`src/rtl/vx_csr_unit_pkg.sv`:
```
`default_nettype none
// ============================================================================
// Module      : vx_csr_unit_pkg
// Description : Shared types, widths and CSR addresses for the CSR issue unit.
// Revision    : 1.0
// ============================================================================
package vx_csr_unit_pkg;

    localparam int VX_NUM_THREADS = 4;
    localparam int VX_NUM_WARPS   = 4;
    localparam int NW_BITS        = 2;
    localparam int NR_BITS        = 5;
    localparam int CSR_ADDR_BITS  = 12;
    localparam int CSR_WIDTH      = 32;

    localparam logic [CSR_ADDR_BITS-1:0] CSR_FFLAGS   = 12'h001;
    localparam logic [CSR_ADDR_BITS-1:0] CSR_FRM      = 12'h002;
    localparam logic [CSR_ADDR_BITS-1:0] CSR_FCSR     = 12'h003;
    localparam logic [CSR_ADDR_BITS-1:0] CSR_MSTATUS  = 12'h300;
    localparam logic [CSR_ADDR_BITS-1:0] CSR_MSCRATCH = 12'h340;
    localparam logic [CSR_ADDR_BITS-1:0] CSR_WTID     = 12'hCC0;
    localparam logic [CSR_ADDR_BITS-1:0] CSR_LTID     = 12'hCC1;
    localparam logic [CSR_ADDR_BITS-1:0] CSR_GTID     = 12'hCC2;

    typedef enum logic [1:0] {
        CSR_RW = 2'd1,
        CSR_RS = 2'd2,
        CSR_RC = 2'd3
    } csr_op_t;

    typedef struct packed {
        logic [NW_BITS-1:0]               wid;
        logic [VX_NUM_THREADS-1:0]        tmask;
        logic [31:0]                      pc;
        logic [NR_BITS-1:0]               rd;
        logic                             wb;
        logic [VX_NUM_THREADS-1:0][31:0]  data;
    } csr_rsp_t;

    // Floating-point status CSRs are updated asynchronously by the FPU.
    function automatic logic is_fpu_csr(input logic [CSR_ADDR_BITS-1:0] addr);
        return (addr == CSR_FFLAGS) || (addr == CSR_FRM) || (addr == CSR_FCSR);
    endfunction

endpackage
`default_nettype wire

```
`src/rtl/vx_csr_unit_if.sv`:
```
`default_nettype none
// ============================================================================
// Module      : vx_csr_unit_if
// Description : Dispatch request, CSR data-block port and commit response bus.
// Revision    : 1.0
// ============================================================================
interface vx_csr_unit_if;
    import vx_csr_unit_pkg::*;

    logic                             req_valid;
    logic                             req_ready;
    logic [NW_BITS-1:0]               req_wid;
    logic [VX_NUM_THREADS-1:0]        req_tmask;
    logic [31:0]                      req_PC;
    logic [NR_BITS-1:0]               req_rd;
    logic                             req_wb;
    csr_op_t                          req_op;
    logic                             req_use_imm;
    logic [4:0]                       req_imm;
    logic [CSR_ADDR_BITS-1:0]         req_addr;
    logic [31:0]                      req_rs1_data;
    logic [VX_NUM_WARPS-1:0]          fpu_pending;

    logic                             read_enable;
    logic [CSR_ADDR_BITS-1:0]         read_addr;
    logic [NW_BITS-1:0]               read_wid;
    logic [31:0]                      read_data;
    logic                             write_enable;
    logic [CSR_ADDR_BITS-1:0]         write_addr;
    logic [NW_BITS-1:0]               write_wid;
    logic [CSR_WIDTH-1:0]             write_data;

    logic                             busy;
    logic                             rsp_valid;
    logic                             rsp_ready;
    logic [NW_BITS-1:0]               rsp_wid;
    logic [VX_NUM_THREADS-1:0]        rsp_tmask;
    logic [31:0]                      rsp_PC;
    logic [NR_BITS-1:0]               rsp_rd;
    logic                             rsp_wb;
    logic [VX_NUM_THREADS-1:0][31:0]  rsp_data;

    modport master (
        output req_valid, req_wid, req_tmask, req_PC, req_rd, req_wb, req_op,
               req_use_imm, req_imm, req_addr, req_rs1_data, fpu_pending,
               read_data, rsp_ready,
        input  req_ready, read_enable, read_addr, read_wid, write_enable,
               write_addr, write_wid, write_data, busy, rsp_valid, rsp_wid,
               rsp_tmask, rsp_PC, rsp_rd, rsp_wb, rsp_data
    );

    modport slave (
        input  req_valid, req_wid, req_tmask, req_PC, req_rd, req_wb, req_op,
               req_use_imm, req_imm, req_addr, req_rs1_data, fpu_pending,
               read_data, rsp_ready,
        output req_ready, read_enable, read_addr, read_wid, write_enable,
               write_addr, write_wid, write_data, busy, rsp_valid, rsp_wid,
               rsp_tmask, rsp_PC, rsp_rd, rsp_wb, rsp_data
    );

endinterface
`default_nettype wire

```
`src/rtl/vx_csr_unit_skid.sv`:
```
`default_nettype none
// ============================================================================
// Module      : vx_csr_unit_skid
// Description : Two-entry in-order valid/ready buffer (head register + skid).
// Revision    : 1.0
// ============================================================================
module vx_csr_unit_skid #(
    parameter int DATAW = 8
) (
    input  logic             clk,
    input  logic             reset,
    input  logic             in_valid_i,
    output logic             in_ready_o,
    input  logic [DATAW-1:0] in_data_i,
    output logic             out_valid_o,
    input  logic             out_ready_i,
    output logic [DATAW-1:0] out_data_o
);

    logic             head_valid_q, head_valid_d;
    logic             skid_valid_q, skid_valid_d;
    logic [DATAW-1:0] head_data_q,  head_data_d;
    logic [DATAW-1:0] skid_data_q,  skid_data_d;
    logic             w_push;
    logic             w_pop;

    assign in_ready_o  = ~skid_valid_q;
    assign out_valid_o = head_valid_q;
    assign out_data_o  = head_data_q;
    assign w_push      = in_valid_i & in_ready_o;
    assign w_pop       = head_valid_q & out_ready_i;

    always_comb begin
        head_valid_d = head_valid_q;
        skid_valid_d = skid_valid_q;
        head_data_d  = head_data_q;
        skid_data_d  = skid_data_q;
        if (!head_valid_q || w_pop) begin
            // A held skid entry is older than anything arriving now.
            if (skid_valid_q) begin
                head_valid_d = 1'b1;
                head_data_d  = skid_data_q;
                skid_valid_d = 1'b0;
            end else begin
                head_valid_d = w_push;
                if (w_push) begin
                    head_data_d = in_data_i;
                end
            end
        end else if (w_push) begin
            skid_valid_d = 1'b1;
            skid_data_d  = in_data_i;
        end
    end

    always_ff @(posedge clk) begin
        if (reset) begin
            head_valid_q <= 1'b0;
            skid_valid_q <= 1'b0;
        end else begin
            head_valid_q <= head_valid_d;
            skid_valid_q <= skid_valid_d;
        end
        head_data_q <= head_data_d;
        skid_data_q <= skid_data_d;
    end

endmodule
`default_nettype wire

```
`src/rtl/vx_csr_unit.sv`:
```
`default_nettype none
// ============================================================================
// Module      : vx_csr_unit
// Description : CSR read-modify-write issue with buffered per-lane writeback.
// Revision    : 1.0
// ============================================================================
module vx_csr_unit
    import vx_csr_unit_pkg::*;
#(
    parameter int CORE_ID     = 0,
    parameter int NUM_THREADS = VX_NUM_THREADS,
    parameter int NUM_WARPS   = VX_NUM_WARPS
) (
    input  logic         clk,
    input  logic         reset,
    vx_csr_unit_if.slave csr_if
);

    logic        w_fpu_stall;
    logic        w_buf_in_ready;
    logic        w_head_valid;
    logic        w_fire;
    logic        w_src_nz;
    logic        w_wr_en;
    logic [31:0] w_src;
    logic [31:0] w_new_val;
    logic [31:0] w_gtid_base;
    csr_rsp_t    w_rsp_in;
    csr_rsp_t    w_rsp_out;

    assign w_fpu_stall = csr_if.req_valid
                       & csr_if.fpu_pending[csr_if.req_wid]
                       & is_fpu_csr(csr_if.req_addr);

    assign csr_if.req_ready = ~reset & w_buf_in_ready & ~w_fpu_stall;
    assign w_fire           = csr_if.req_valid & csr_if.req_ready;

    // The rs1 index and the immediate share one field; zero means "no write" for RS/RC.
    assign w_src    = csr_if.req_use_imm ? 32'(csr_if.req_imm) : csr_if.req_rs1_data;
    assign w_src_nz = (csr_if.req_imm != 5'd0);

    always_comb begin
        w_new_val = w_src;
        w_wr_en   = 1'b0;
        case (csr_if.req_op)
            CSR_RW: begin
                w_new_val = w_src;
                w_wr_en   = 1'b1;
            end
            CSR_RS: begin
                w_new_val = csr_if.read_data | w_src;
                w_wr_en   = w_src_nz;
            end
            CSR_RC: begin
                w_new_val = csr_if.read_data & ~w_src;
                w_wr_en   = w_src_nz;
            end
            default: begin
                w_new_val = w_src;
                w_wr_en   = 1'b0;
            end
        endcase
    end

    assign csr_if.read_enable  = w_fire;
    assign csr_if.read_addr    = csr_if.req_addr;
    assign csr_if.read_wid     = csr_if.req_wid;
    assign csr_if.write_enable = w_fire & w_wr_en;
    assign csr_if.write_addr   = csr_if.req_addr;
    assign csr_if.write_wid    = csr_if.req_wid;
    assign csr_if.write_data   = w_new_val;

    assign w_gtid_base = (32'(CORE_ID) * 32'(NUM_WARPS) + 32'(csr_if.req_wid)) * 32'(NUM_THREADS);

    always_comb begin
        w_rsp_in       = '0;
        w_rsp_in.wid   = csr_if.req_wid;
        w_rsp_in.tmask = csr_if.req_tmask;
        w_rsp_in.pc    = csr_if.req_PC;
        w_rsp_in.rd    = csr_if.req_rd;
        w_rsp_in.wb    = csr_if.req_wb;
        for (int i = 0; i < NUM_THREADS; i++) begin
            case (csr_if.req_addr)
                CSR_WTID, CSR_LTID: w_rsp_in.data[i] = 32'(i);
                CSR_GTID:           w_rsp_in.data[i] = w_gtid_base + 32'(i);
                default:            w_rsp_in.data[i] = csr_if.read_data;
            endcase
        end
    end

    vx_csr_unit_skid #(
        .DATAW ($bits(csr_rsp_t))
    ) u_rsp_buf (
        .clk         (clk),
        .reset       (reset),
        .in_valid_i  (w_fire),
        .in_ready_o  (w_buf_in_ready),
        .in_data_i   (w_rsp_in),
        .out_valid_o (w_head_valid),
        .out_ready_i (csr_if.rsp_ready),
        .out_data_o  (w_rsp_out)
    );

    assign csr_if.rsp_valid = w_head_valid;
    assign csr_if.rsp_wid   = w_rsp_out.wid;
    assign csr_if.rsp_tmask = w_rsp_out.tmask;
    assign csr_if.rsp_PC    = w_rsp_out.pc;
    assign csr_if.rsp_rd    = w_rsp_out.rd;
    assign csr_if.rsp_wb    = w_rsp_out.wb;
    assign csr_if.rsp_data  = w_rsp_out.data;

    // The skid slot is occupied exactly when the buffer refuses new entries.
    assign csr_if.busy = w_fire | w_head_valid | ~w_buf_in_ready;

endmodule
`default_nettype wire

```
`src/flat_wrapper.sv`:
```
// flat-port wrapper written by rule: the top's interface ports become plain ports
module vx_csr_unit_flat import vx_csr_unit_pkg::*;
#(
    parameter int CORE_ID     = 0,
    parameter int NUM_THREADS = VX_NUM_THREADS,
    parameter int NUM_WARPS   = VX_NUM_WARPS
)
  (clk, reset, csr_if_req_valid, csr_if_req_wid, csr_if_req_tmask, csr_if_req_PC, csr_if_req_rd, csr_if_req_wb, csr_if_req_op, csr_if_req_use_imm, csr_if_req_imm, csr_if_req_addr, csr_if_req_rs1_data, csr_if_fpu_pending, csr_if_read_data, csr_if_rsp_ready, csr_if_req_ready, csr_if_read_enable, csr_if_read_addr, csr_if_read_wid, csr_if_write_enable, csr_if_write_addr, csr_if_write_wid, csr_if_write_data, csr_if_busy, csr_if_rsp_valid, csr_if_rsp_wid, csr_if_rsp_tmask, csr_if_rsp_PC, csr_if_rsp_rd, csr_if_rsp_wb, csr_if_rsp_data);
  vx_csr_unit_if csr_if_i ();
  input  logic clk;
  input  logic reset;
  input wire logic [$bits(csr_if_i.req_valid)-1:0] csr_if_req_valid;
  input wire logic [$bits(csr_if_i.req_wid)-1:0] csr_if_req_wid;
  input wire logic [$bits(csr_if_i.req_tmask)-1:0] csr_if_req_tmask;
  input wire logic [$bits(csr_if_i.req_PC)-1:0] csr_if_req_PC;
  input wire logic [$bits(csr_if_i.req_rd)-1:0] csr_if_req_rd;
  input wire logic [$bits(csr_if_i.req_wb)-1:0] csr_if_req_wb;
  input wire logic [$bits(csr_if_i.req_op)-1:0] csr_if_req_op;
  input wire logic [$bits(csr_if_i.req_use_imm)-1:0] csr_if_req_use_imm;
  input wire logic [$bits(csr_if_i.req_imm)-1:0] csr_if_req_imm;
  input wire logic [$bits(csr_if_i.req_addr)-1:0] csr_if_req_addr;
  input wire logic [$bits(csr_if_i.req_rs1_data)-1:0] csr_if_req_rs1_data;
  input wire logic [$bits(csr_if_i.fpu_pending)-1:0] csr_if_fpu_pending;
  input wire logic [$bits(csr_if_i.read_data)-1:0] csr_if_read_data;
  input wire logic [$bits(csr_if_i.rsp_ready)-1:0] csr_if_rsp_ready;
  output wire logic [$bits(csr_if_i.req_ready)-1:0] csr_if_req_ready;
  output wire logic [$bits(csr_if_i.read_enable)-1:0] csr_if_read_enable;
  output wire logic [$bits(csr_if_i.read_addr)-1:0] csr_if_read_addr;
  output wire logic [$bits(csr_if_i.read_wid)-1:0] csr_if_read_wid;
  output wire logic [$bits(csr_if_i.write_enable)-1:0] csr_if_write_enable;
  output wire logic [$bits(csr_if_i.write_addr)-1:0] csr_if_write_addr;
  output wire logic [$bits(csr_if_i.write_wid)-1:0] csr_if_write_wid;
  output wire logic [$bits(csr_if_i.write_data)-1:0] csr_if_write_data;
  output wire logic [$bits(csr_if_i.busy)-1:0] csr_if_busy;
  output wire logic [$bits(csr_if_i.rsp_valid)-1:0] csr_if_rsp_valid;
  output wire logic [$bits(csr_if_i.rsp_wid)-1:0] csr_if_rsp_wid;
  output wire logic [$bits(csr_if_i.rsp_tmask)-1:0] csr_if_rsp_tmask;
  output wire logic [$bits(csr_if_i.rsp_PC)-1:0] csr_if_rsp_PC;
  output wire logic [$bits(csr_if_i.rsp_rd)-1:0] csr_if_rsp_rd;
  output wire logic [$bits(csr_if_i.rsp_wb)-1:0] csr_if_rsp_wb;
  output wire logic [$bits(csr_if_i.rsp_data)-1:0] csr_if_rsp_data;
  assign csr_if_i.req_valid = csr_if_req_valid;
  assign csr_if_i.req_wid = csr_if_req_wid;
  assign csr_if_i.req_tmask = csr_if_req_tmask;
  assign csr_if_i.req_PC = csr_if_req_PC;
  assign csr_if_i.req_rd = csr_if_req_rd;
  assign csr_if_i.req_wb = csr_if_req_wb;
  assign csr_if_i.req_op = csr_if_req_op;
  assign csr_if_i.req_use_imm = csr_if_req_use_imm;
  assign csr_if_i.req_imm = csr_if_req_imm;
  assign csr_if_i.req_addr = csr_if_req_addr;
  assign csr_if_i.req_rs1_data = csr_if_req_rs1_data;
  assign csr_if_i.fpu_pending = csr_if_fpu_pending;
  assign csr_if_i.read_data = csr_if_read_data;
  assign csr_if_i.rsp_ready = csr_if_rsp_ready;
  assign csr_if_req_ready = csr_if_i.req_ready;
  assign csr_if_read_enable = csr_if_i.read_enable;
  assign csr_if_read_addr = csr_if_i.read_addr;
  assign csr_if_read_wid = csr_if_i.read_wid;
  assign csr_if_write_enable = csr_if_i.write_enable;
  assign csr_if_write_addr = csr_if_i.write_addr;
  assign csr_if_write_wid = csr_if_i.write_wid;
  assign csr_if_write_data = csr_if_i.write_data;
  assign csr_if_busy = csr_if_i.busy;
  assign csr_if_rsp_valid = csr_if_i.rsp_valid;
  assign csr_if_rsp_wid = csr_if_i.rsp_wid;
  assign csr_if_rsp_tmask = csr_if_i.rsp_tmask;
  assign csr_if_rsp_PC = csr_if_i.rsp_PC;
  assign csr_if_rsp_rd = csr_if_i.rsp_rd;
  assign csr_if_rsp_wb = csr_if_i.rsp_wb;
  assign csr_if_rsp_data = csr_if_i.rsp_data;
  vx_csr_unit #(.CORE_ID(CORE_ID), .NUM_THREADS(NUM_THREADS), .NUM_WARPS(NUM_WARPS)) u_core (.clk(clk), .reset(reset), .csr_if(csr_if_i));
endmodule
```
`config.mk`:
```
export PLATFORM = sky130hd
export DESIGN_NAME = vx_csr_unit_flat
export DESIGN_NICKNAME = d
export VERILOG_FILES = /design/src/rtl/vx_csr_unit_pkg.sv /design/src/rtl/vx_csr_unit_if.sv /design/src/rtl/vx_csr_unit_skid.sv /design/src/rtl/vx_csr_unit.sv /design/src/flat_wrapper.sv
export SDC_FILE = /design/constraint.sdc
export NUM_CORES = 1
export LEC_CHECK = 0
export BUFFER_PORTS_ARGS = -buffer_cell sky130_fd_sc_hd__buf_4
export CORE_AREA = 3 3 144 146
export DETAILED_ROUTE_END_ITERATION = 6
export DIE_AREA = 0 0 147 149
export GPL_ROUTABILITY_DRIVEN = 0
export GPL_TIMING_DRIVEN = 0
export PLACE_DENSITY = 0.67
export SLEW_MARGIN = 20
export SYNTH_ARGS = -nofsm -noshare
export SYNTH_HDL_FRONTEND = slang
export SYNTH_SLANG_ARGS = --single-unit
```
`constraint.sdc`:
```
create_clock -name clk -period 23.1 [get_ports clk]
set_clock_uncertainty 0.15 [all_clocks]
set_input_delay 3.465 -clock clk [delete_from_list [all_inputs] [get_ports clk]]
set_output_delay 3.465 -clock clk [all_outputs]
set_load 0.005 [all_outputs]
```
==> results.md <==
* Delay-heaviest family, CP: compound AO/OA/AOI/OAI gates
* IO Count at 373
* Largest net degree at the start of global routing at 26
* Area leader, netlist: edfxtp_1
* Leading post-synthesis cells by cell area: edfxtp_1 (60%), buf_4 (12%), mux2_2 (11%), and2_4 (3.4%), o31ai_1 (2.7%)
* Num CTS Buffers at 17
* Flops & latches, synth at 158
* Final Max Tran Viols at 0
* Syn Inst Count at 551
* Post-synth top flop: edfxtp_1
* # diodes at 0
* Post-route cell area at 11700 µm²
* Filler instances at 1669
* Post-CTS Hold Buffers at 0
* Synth warn at 0
* Synth Area in Adders at 0%
* Final design utilization at 59.9%
* Die Y at 149 µm
* R2r endpoint: u_core.u_rsp_buf.out_data_o[132]
* Post-synthesis simple-gate area fraction at 6.13%
* Main combinational cell family by area after synthesis: buffers and inverters
* Switching Share at 21.3%
* Layout Area Growth over Synthesis at 50.0%
* Fin. Hold Viols at 0
* Synth Net Count at 687
* Multi-input gate area at 1950 µm²
* Total track usage at 19.2%
* Avg Cell Area, Syn at 14.1 µm²
* Mux share of post-synthesis cell area at 12.6%
* Routed wire length at 21.6 mm
* Initial core utilization at 39.9%
* Register area share after synthesis at 60.6%
* Vias per cell at 4.56
* Total congestion overflow at 0
* First-pass GRT wire length at 32.4 mm
* Worst-Skew Late Latency at 0.42 ns
* R2R setup slack at 20.48 ns
* CTS clk-pin slew, worst paths at 0.06 ns
* Combinational group share of total power at 15.9%
* Port bufs at 371
* Worst-path maximum fanout at 4
* Top-count cell post-synth: edfxtp_1
* Final #Nets at 1087
* WHS at 0.397 ns
* Critical Path RT at 19.49 ns
* Top post-synthesis cells by count: edfxtp_1 (156), buf_4 (122), mux2_2 (79), and2_4 (30), inv_1 (29)
* Max cap viols at 0
* Number of iterations in the first detailed-routing pass at 4
* Total negative slack at 0 ns
* Pre-CTS WS at 14.02 ns
* Asr flop ratio synth at 0%
* DP Area at 11100 µm²
* Clock root buffer: clkbuf_16
* Worst Hold Class: reg -> reg
* RSZ-0062 raised after global routing: no
* DR DRC count at 0
* Initial antenna violation count at 0
* Antenna viol nets, final at 0
* P_sw at 0.000158 W
* Cell mode on critical path: buf_4
* Number of synthesized flops with an enable pin at 156
* Max-slew headroom at the worst pin at 44.4%
* Worst reg2reg path depth at 8
* Vias in the first global route at 5898
* Internal Power at 0.000582 W
* Worst slew pin tran at 0.821 ns
* Setup Fix Bufs, Post-CTS at 0
* Crit path buf inv count at 2
* Slowest CP cell: o311ai_1
* Startpoint types: input port
* Register share of total power at 45.2%
* Critical path's largest stage delay at 0.76 ns
* Run status: completed
* Hold Path Depth at 1
* Final min period at 9.02 ns
* WHS Endpoint: u_core.u_rsp_buf.out_data_o[144]
* CTS sink cnt at 158
* # setup viols final at 0
* Yosys cell types at 32
* Resized cells post-CTS at 0
* Register area at 4720 µm²
* Clock power share at 38.9%
* DR vias at 5595
* Die Wd at 147 µm
* CTS max path bufs at 2
* XOR/XNOR share of the synthesized area at 0%
* Smallest setup slack after layout at 14.08 ns
* Leakage power at 5.05 nW
* FMAX at 0.111 GHz
* Critical Path AT at 5.41 ns
* DIE AREA at 21900 µm²
* Final period utilization at 39.1%
* Core footprint at 19500 µm²
* R2R Path Start: u_core.u_rsp_buf.skid_valid_q
* Hold_sp: u_core.u_rsp_buf.skid_data_q[144]
* Post-synth top area share at 60.1%
* Worst VDD drop at 0.0475 mV
* Max H-tree Level at 4
* FP Rows at 51
* Power Density at 63.2 nW/µm²
* WL per Instance at 17.6 µm
* Critical path class: in -> out
* DRT iter0 DRCs at 262
* CP Cell Sequence: buf_4, nor4_1, o211ai_1, o311ai_1, nand2_1, buf_4
* Area of the mapped netlist at 7800 µm²
* TritonCTS clock tree: yes
* DP Wirelength at 17.2 mm
* Synth Area in Compound Gates at 5.99%
* Critical Path Sink Type: output pin
* Share of layout cells above drive strength 1 at 67.4%
==> per-layer routing <==
layer,part of all wire [%],track usage (%)
met3,7.8,5.53
met1,39,23.2
met2,52,33.7
met4,1.5,5.68
met5,0,0
==> worst max-delay path by stage <==
stage	startpoint	cells after the start	endpoint	slack, ns
6_report	csr_if_req_addr[6]	6	csr_if_busy	14.08
5_1_grt	csr_if_req_addr[6]	6	csr_if_busy	13.93
2_1_floorplan	csr_if_req_wid[0]	4	u_core.u_rsp_buf.out_data_o[100]	12.68
3_3_place_gp	csr_if_req_wid[0]	5	u_core.u_rsp_buf.out_data_o[113]	8.96
3_5_place_dp	csr_if_req_addr[6]	6	csr_if_busy	14.02
4_1_cts	csr_if_req_addr[6]	6	csr_if_busy	14.01
==> power by group through the flow <==
stage          sequential, W  clock [W]  combinational (W)
2_1_floorplan       0.000341          0          0.0000468
3_3_place_gp        0.000343          0           0.000114
3_5_place_dp        0.000340          0           0.000119
4_1_cts             0.000334   0.000295           0.000119
5_1_grt             0.000335   0.000307           0.000127
6_report            0.000334   0.000288           0.000117
==> final cells by class <==
cell class | instances | area share, %
clock buffers | 21 | 3.77
inverters | 29 | 0.931
flip-flops and latches | 158 | 40.4
clock inverters | 10 | 1.40
plain buffers | 148 | 8.88
well taps | 265 | 2.83
multi-input cells | 216 | 16.6
repair buffers | 381 | 25.2
==> flip-flops by register name, indices dropped and copies added (netlist names) <==
name                           flops
u_core.u_rsp_buf.out_valid_o       1
u_core.u_rsp_buf.skid_data_q      78
u_core.u_rsp_buf.out_data_o       78
u_core.u_rsp_buf.skid_valid_q      1
==> stage by stage <==
step                      std cells  power [W]
after CTS                      1228   0.000748
after global routing           1228   0.000769
after detailed placement       1197   0.000459
after global placement         1187   0.000457
final                          1228   0.000739
after floorplan                 551   0.000388
==> placed cells by master, fill, tap and decap left out, types with 2 or more instances in the layout <==
cell	count
buf_4	493
edfxtp_1	156
mux2_2	79
and2_4	30
inv_1	29
o211ai_1	27
o31ai_1	27
clkbuf_1	18
clkbuf_16	17
mux2i_1	9
buf_1	7
buf_6	7
nand2_1	6
nand3_1	6
o21ai_0	6
nor2_1	5
bufinv_16	4
nand2b_1	3
buf_8	3
buf_2	2
or2b_1	2
nor3_1	2
clkinv_2	2
clkinv_4	2
buf_12	2
dfxtp_1	2
==> worst reg2reg max path, stage by stage (launching register included) <==
cell and delay (ns):
dfxtp_1 0.33, buf_2 0.30, buf_1 0.47, nand2_1 0.18, o31ai_4 0.19, buf_8 0.22, buf_6 0.17, buf_8 0.16
buf_6 0.16
==> kinds of logic (layout without fill, tap and decap cells) <==
group | after synthesis | after routing
compound gates | 64 | 64
flops | 158 | 158
simple gates | 64 | 64
mux | 88 | 88
buf+inv | 177 | 589
No activity file was read; power rests on OpenSTA's default activity.
